**src/rtl/div_seq.sv**
```systemverilog
// Sequential signed restoring divider (radix 2, one quotient bit per cycle).
// Operates on magnitudes and restores the signs afterwards; the quotient truncates toward zero.
module div_seq #(
  parameter int DIVIDEND_W = 43,
  parameter int DIVISOR_W  = 18
) (
  input  logic                  clk_i,
  input  logic                  rst_i,
  input  logic                  valid_i,
  output logic                  ready_o,
  input  logic [DIVIDEND_W-1:0] dividend_i,
  input  logic [DIVISOR_W-1:0]  divisor_i,
  output logic                  valid_o,
  input  logic                  ready_i,
  output logic [DIVIDEND_W-1:0] quot_o,
  output logic [DIVISOR_W-1:0]  rem_o,
  output logic                  dz_o,
  output logic                  ovf_o
);

  localparam int CNT_W = $clog2(DIVIDEND_W);
  localparam logic [CNT_W-1:0]      CNT_LAST = CNT_W'(DIVIDEND_W - 1);
  localparam logic [DIVIDEND_W-1:0] Q_MAX    = {1'b0, {(DIVIDEND_W-1){1'b1}}};
  localparam logic [DIVIDEND_W-1:0] Q_MIN    = {1'b1, {(DIVIDEND_W-1){1'b0}}};

  typedef enum logic [1:0] {
    IDLE = 2'd0,
    CALC = 2'd1,
    FIX  = 2'd2,
    DONE = 2'd3
  } state_t;

  state_t                state;
  state_t                next_state;
  logic [DIVIDEND_W-1:0] q_sh;
  logic [DIVISOR_W-1:0]  r_mag;
  logic [DIVISOR_W-1:0]  d_mag;
  logic                  sign_a;
  logic                  sign_b;
  logic [CNT_W-1:0]      cnt;

  logic                  accept;
  logic                  div_zero;
  logic [DIVIDEND_W-1:0] a_abs;
  logic [DIVISOR_W-1:0]  b_abs;
  logic [DIVISOR_W:0]    trial;
  logic                  ge;
  logic [DIVISOR_W-1:0]  sub;

  // Two's-complement negation read as unsigned gives |MIN| = 2^(W-1) exactly.
  assign accept   = valid_i && (state == IDLE);
  assign div_zero = (divisor_i == {DIVISOR_W{1'b0}});
  assign a_abs    = dividend_i[DIVIDEND_W-1] ? -dividend_i : dividend_i;
  assign b_abs    = divisor_i[DIVISOR_W-1] ? -divisor_i : divisor_i;

  // The partial remainder is below |divisor|, so the shifted trial value fits DIVISOR_W+1 bits.
  assign trial = {r_mag, q_sh[DIVIDEND_W-1]};
  assign ge    = (trial >= {1'b0, d_mag});
  assign sub   = trial[DIVISOR_W-1:0] - d_mag;

  // State register
  always_ff @(posedge clk_i or posedge rst_i) begin
    if (rst_i) begin
      state <= IDLE;
    end else begin
      state <= next_state;
    end
  end

  // Next-state logic
  always_comb begin
    next_state = state;
    case (state)
      IDLE: begin
        if (accept) begin
          next_state = div_zero ? DONE : CALC;
        end else begin
          next_state = IDLE;
        end
      end
      CALC: begin
        if (cnt == CNT_LAST) begin
          next_state = FIX;
        end else begin
          next_state = CALC;
        end
      end
      FIX:  next_state = DONE;
      DONE: begin
        if (ready_i) begin
          next_state = IDLE;
        end else begin
          next_state = DONE;
        end
      end
      default: next_state = IDLE;
    endcase
  end

  // Handshake outputs decoded from the state register
  always_comb begin
    ready_o = 1'b0;
    valid_o = 1'b0;
    case (state)
      IDLE:    ready_o = 1'b1;
      DONE:    valid_o = 1'b1;
      default: begin
        ready_o = 1'b0;
        valid_o = 1'b0;
      end
    endcase
  end

  // Operand capture, restoring iteration and sign fix-up
  always_ff @(posedge clk_i or posedge rst_i) begin
    if (rst_i) begin
      q_sh   <= {DIVIDEND_W{1'b0}};
      r_mag  <= {DIVISOR_W{1'b0}};
      d_mag  <= {DIVISOR_W{1'b0}};
      sign_a <= 1'b0;
      sign_b <= 1'b0;
      cnt    <= {CNT_W{1'b0}};
      quot_o <= {DIVIDEND_W{1'b0}};
      rem_o  <= {DIVISOR_W{1'b0}};
      dz_o   <= 1'b0;
      ovf_o  <= 1'b0;
    end else begin
      case (state)
        IDLE: begin
          if (accept) begin
            q_sh   <= a_abs;
            d_mag  <= b_abs;
            r_mag  <= {DIVISOR_W{1'b0}};
            sign_a <= dividend_i[DIVIDEND_W-1];
            sign_b <= divisor_i[DIVISOR_W-1];
            cnt    <= {CNT_W{1'b0}};
            if (div_zero) begin
              quot_o <= dividend_i[DIVIDEND_W-1] ? Q_MIN : Q_MAX;
              rem_o  <= {DIVISOR_W{1'b0}};
              dz_o   <= 1'b1;
              ovf_o  <= 1'b0;
            end
          end
        end
        CALC: begin
          q_sh  <= {q_sh[DIVIDEND_W-2:0], ge};
          r_mag <= ge ? sub : trial[DIVISOR_W-1:0];
          cnt   <= cnt + CNT_W'(1);
        end
        FIX: begin
          // A positive quotient of magnitude 2^(W-1) only arises from MIN / -1.
          quot_o <= (sign_a ^ sign_b) ? -q_sh : q_sh;
          rem_o  <= sign_a ? -r_mag : r_mag;
          dz_o   <= 1'b0;
          ovf_o  <= ~(sign_a ^ sign_b) & q_sh[DIVIDEND_W-1];
        end
        DONE: begin
          cnt <= cnt;
        end
        default: begin
          cnt <= {CNT_W{1'b0}};
        end
      endcase
    end
  end

endmodule

```
**config.mk**
```make
export PLATFORM = sky130hd
export DESIGN_NAME = div_seq
export DESIGN_NICKNAME = d
export VERILOG_FILES = /design/src/rtl/div_seq.sv
export SDC_FILE = /design/constraint.sdc
export NUM_CORES = 1
export LEC_CHECK = 0
export ABC_AREA = 1
export BUFFER_PORTS_ARGS = -buffer_cell sky130_fd_sc_hd__buf_2
export CORE_MARGIN = 2
export CORE_UTILIZATION = 50
export DETAILED_ROUTE_END_ITERATION = 10
export GPL_TIMING_DRIVEN = 1
export PLACE_DENSITY = 0.69
export SYNTH_ARGS = -nofsm -noshare
export SYNTH_HDL_FRONTEND = slang
export SYNTH_SLANG_ARGS = --single-unit
```
**constraint.sdc**
```tcl
create_clock -name clk_i -period 5.2 [get_ports clk_i]
set_clock_uncertainty 0.05 [all_clocks]
set_input_delay 1.04 -clock clk_i [delete_from_list [all_inputs] [get_ports clk_i]]
set_output_delay 1.04 -clock clk_i [all_outputs]
set_load 0.1 [all_outputs]
```
; Yosys cells after proc, flatten, opt, wreduce, memory -nomap -nowiden
; Index checks and enable logic that the tools add are counted.
[word_totals]
reg_bits = 152
latchBits = 0
ramBits = 0
rom_bits = 0
inputBits = 65
output_inout_bits = 65
wordCells = 66
n_memories = 0
[op_classes]
addsub = 6
multipliers = 0
div = 0
order_cmp = 1
n_eq_ne = 6
n_shift = 0
n_mux = 31
n_bitwise = 3
reduce_logical = 8
[op_table]
columns = op, n
row1 = $mux W43, 6
row2 = $pmux W43 S2, 2
row3 = $mux W18, 6
row4 = $neg A43 Y43, 2
row5 = $pmux W18 S2, 2
row6 = $neg A18 Y18, 2
row7 = $ge A19 B18 Y1, 1
row8 = $logic_not A18 Y1, 1
row9 = $sub A18 B18 Y18, 1
row10 = $pmux W6 S2, 1
row11 = $mux W2, 4
row12 = $pmux W2 S4, 1
row13 = $add A6 B1 Y6 const B, 1
row14 = $eq A6 B6 Y1 const B, 1
row15 = $mux W1, 6
row16 = $mux W6, 1
row17 = $eq A2 B2 Y1 const B, 2
row18 = $ne A2 B2 Y1 const B, 2
row19 = $pmux W1 S2, 2
row20 = $reduce_and A2 Y1, 2
row21 = $reduce_bool A2 Y1, 2
row22 = $reduce_and A3 Y1, 1
row23 = $eq A2 B1 Y1 const B, 1
row24 = $logic_not A2 Y1, 1
row25 = other kinds (4), 4

; Longest topological paths before layout
[depth]
depth_word = 4
mapped_depth = 15
depth_no_buf = 15

; Worst setup path after synthesis
; Ideal clock, no wire load.
[synth_path]
path_type = reg2out
startpoint = reg state[1]
endpoint = out ready_o
arrival_time_ns = 1.725
path_slack_ns = 2.385
path_stages_with_launch = 2
path_buffers = 0
path_cell_list = dfrtp_1 nor2_1
[synth_between]
elab_chain_len = 2
[synth_lines]
columns = item, line_no
row1 = start: declaration, 33  ; state_t state;
row2 = start signal: assignment, 66  ; state <= next_state;
row3 = $logic_not A2 Y1, 104  ; case (state)
row4 = $mux W1, 104
row5 = end: declaration, 10  ; output logic ready_o,
; No other way between the ends.

; Final worst setup path
[layout_path]
startpoint = in divisor_i[0]
endpoint = reg quot_o[34]
[layout_between]
elab_chain_len = 3
[layout_lines]
columns = item, line_no
row1 = start: declaration, 12  ; input logic [DIVISOR_W-1:0] divisor_i,
row2 = $logic_not A18 Y1, 52  ; assign div_zero = (divisor_i == {DIVISOR_W{1'b0}});
row3 = $ne A2 B2 Y1 (no line), n/a
row4 = $reduce_and A3 Y1 (no line), n/a
row5 = end signal: assignment, 123  ; quot_o <= {DIVIDEND_W{1'b0}};
row6 = end signal: assignment, 138  ; quot_o <= dividend_i[DIVIDEND_W-1] ? Q_MIN : Q_MAX;
row7 = end signal: assignment, 152  ; quot_o <= (sign_a ^ sign_b) ? -q_sh : q_sh;
row8 = end: declaration, 15  ; output logic [DIVIDEND_W-1:0] quot_o,
; No other way between the ends.
; A chain may end at the register's enable or synchronous reset.

==> metrics <==
Pwr Density=just under 800 nW/um^2; Die Height=roughly 150 um; critical path buffer and inverter count=3; post-synth net total=approximately 1,700; Hold Vio Cnt, Final=0; Initial Utilization=0.508; clock-pin slew on the worst setup and hold paths=approximately 0.060 ns; Buffers on Ports=roughly 130; # setup viols final=0; share of post-route cells with drive strength above 1=0.116; Synth Register Bits=between 150 and 200; Multi-input gate area=6160 um^2; Clk Latency, worst-skew pair=~0.43 ns; CTS buffer count=17; CP max stage delay=~0.34 ns; initial antenna violation count=0; CP Capture Type=flip-flop; Leak=between 0.006 and 0.007 uW; worst r2r src=state[0]; first-pass GRT wire length=51,000 um; vias in the first global route=9,934; FF/Latch Area=roughly 3800 um^2; Achievable Freq=roughly 0.36 GHz; final wirelength=roughly 31,000 um; I/O pin count=130; Final GP Congestion=between 0.9 and 1; register-to-register setup slack=around 2.6 ns; Via density=roughly 5.3; post-DP HPWL=roughly 24,000 um; CP max FO=between 50 and 60; Final Cycle Share=0.537; Die W=about 150 um; Hold Path Class=flip-flop to flip-flop; Crit Path Category=primary input to flip-flop; Seq/Total Area, Yosys=0.344; TritonCTS clock tree=built; Sum Neg Setup Slack=0 ns; Ant. Diodes=0; root buf cell=clkbuf_16; Slew HR=0.368; CP Data Required Time=between 5 and 6 ns; gr ovfl total=0; RSZ-0062 raised after global routing=no; crit path time final=about 2.8 ns; post-CTS resize count=0; CP max-delay cell=inv_2; P&R area growth vs syn=12.9%; final net count=between 1,500 and 2,000; Post-CTS Setup Inserts=0; Clock Path Buffers=2; maximum vdd drop=around 350 uV; ys async rst share=1.00; drt initial violations=1,037; Mapped Cells=between 1,500 and 2,000; Vias=10,900; status=finished clean; worst slack, placed=between 1.5 and 2 ns; post-route setup slack=2.41 ns; Post-DRT Antenna Nets=0; pin count of the biggest net entering global routing=76; hold_sp=rem_o[11]; Critical Path AT=about 3.0 ns; synthesized area=roughly 11,000 um^2; Core Util, Final=0.574; Critical Path Source=divisor_i[0]; Post-synth EDFFs=0; wire length per cell=15.0 um; Maximum Capacitance Violations=0; Yosys warnings=0; Rows=54; GRT Util Overall=0.266; Post-synth top flop=dfrtp_1; # hold bufs at CTS=0; die area=approximately 23,000 um^2; critical path cell sequence=buf_2 -> inv_1 -> ha_1 -> nand3_1 -> nor2_2 -> nand3b_4 -> nor2_4 -> nand3_2 -> nand2_1 -> inv_2 -> nand2_1 -> nand3_1; Worst-Margin Slew=roughly 0.95 ns; Avg Inst Size Synth=between 6 and 7 um^2; htree depth=4; Remaining DRCs=0; core area=about 22,000 um^2; delay-heaviest family, CP=simple AND/OR/NAND/NOR gates; DRT Pass-1 Iters=7; Critical Path Start Type=primary input; post-synth cell types=50; clk sinks=roughly 150; Final Max Tran Viols=0; FILL cells=about 2,200
==> placed cells by master (no fill, tap or decap), drive strengths merged, types with 24 or more instances in the layout <==
| master | instances |
|---|---|
| a21oi | 41 |
| a22oi | 39 |
| buf | 138 |
| dfrtp | 152 |
| ha | 24 |
| inv | 211 |
| nand2 | 521 |
| nand3 | 213 |
| nor2 | 153 |
| nor3 | 26 |
| o21ai | 111 |
| xor2 | 45 |
==> cells in the mapped netlist, types with 2 or more instances <==
cell | number | share of area
buf_6 | 9 | 0.0092
nand2_2 | 5 | 0.0028
ha_1 | 24 | 0.027
nand2_1 | 516 | 0.18
xor2_1 | 44 | 0.035
nand3_2 | 2 | 0.0018
clkbuf_1 | 16 | 0.0054
a21oi_1 | 40 | 0.018
inv_2 | 7 | 0.0024
buf_2 | 22 | 0.010
or2_1 | 2 | 0.0011
buf_4 | 4 | 0.0027
o21ai_1 | 13 | 0.0059
inv_1 | 202 | 0.069
o211ai_1 | 3 | 0.0020
buf_1 | 3 | 0.0010
o21ai_0 | 96 | 0.043
nand3b_1 | 10 | 0.0068
nand4_1 | 19 | 0.011
nor2_4 | 5 | 0.0051
and2_1 | 2 | 0.0011
nor2_2 | 5 | 0.0028
or2_2 | 3 | 0.0017
a22oi_1 | 39 | 0.026
nand3_1 | 210 | 0.095
o31ai_1 | 6 | 0.0041
dfrtp_1 | 152 | 0.34
xnor2_1 | 10 | 0.0079
nor2_1 | 143 | 0.049
nor3_1 | 25 | 0.011
==> metal layers <==
layer / GRT usage / routed length [um] / vias to the layer above
li1: - / - / 5556
met1: 0.441 / 16200 / 5012
met2: 0.361 / 12100 / 359
met3: 0.0353 / 2100 / 17
met4: 0.0608 / 232 / 0
met5: 0 / 0 / -
==> where the power goes <==
| part | leakage, uW | switching [uW] | internal (uW) | total [uW] |
|---|---|---|---|---|
| Clock | 0.000324 | 497 | 911 | 1410 |
| Combinational | 0.00438 | 4240 | 1660 | 5900 |
| Sequential | 0.00178 | 602 | 1730 | 2340 |
==> through the flow <==
stage                     std cells  power (uW)  instance area, um^2  hold slack (ns)
after global routing           2050       10500                12500            0.442
after floorplan                1657        6950                11100            0.399
after detailed placement       2020        8170                11800            0.406
after CTS                      2050        9610                12500            0.421
final                          2050        9650                12500            0.413
after global placement         2020        8080                11800            0.403
==> registers in the layout (all words and copies together), names as in the netlist <==
register  count
r_mag        18
quot_o       43
d_mag        18
rem_o        18
cnt           6
dz_o          1
q_sh         43
ovf_o         1
sign_a        1
state         2
sign_b        1
==> layout make-up <==
cell class                 instances  area share
multi-input combinational       1241       0.494
sequential                       152       0.305
inverter                         209      0.0633
timing repair buffer             138      0.0572
clock buffer                      19      0.0355
tap                              280      0.0281
clock inverter                    11      0.0176
==> kinds of logic after synthesis <==
family,Yosys count,share of synthesized area
muxes,1,0.000906
buffers and inverters,264,0.101
and+or+nand+nor,954,0.373
xor gates and xnor gates,55,0.0443
adders and majority gates,25,0.0290
AOI/OAI and AO/OA,206,0.108
DFF,152,0.344
==> worst register-to-register path: cells and delay by family, from the launching register on <==
kind,cells,cell delay (ns)
compound gates,1,0.08
buf+inv,3,0.90
flops,1,0.46
simple gates,3,0.98
==> worst paths after layout <==
kind | endpoint | depth (start not counted)
worst min register to register | rem_o[11] | 2
min in group asynchronous | rem_o[17] | 2
worst max register to register | cnt[1] | 7
worst max-delay path | quot_o[34] | 12
worst min-delay path | rem_o[11] | 2
max in group asynchronous | q_sh[25] | 3
Power figures use the tool's default switching activity.
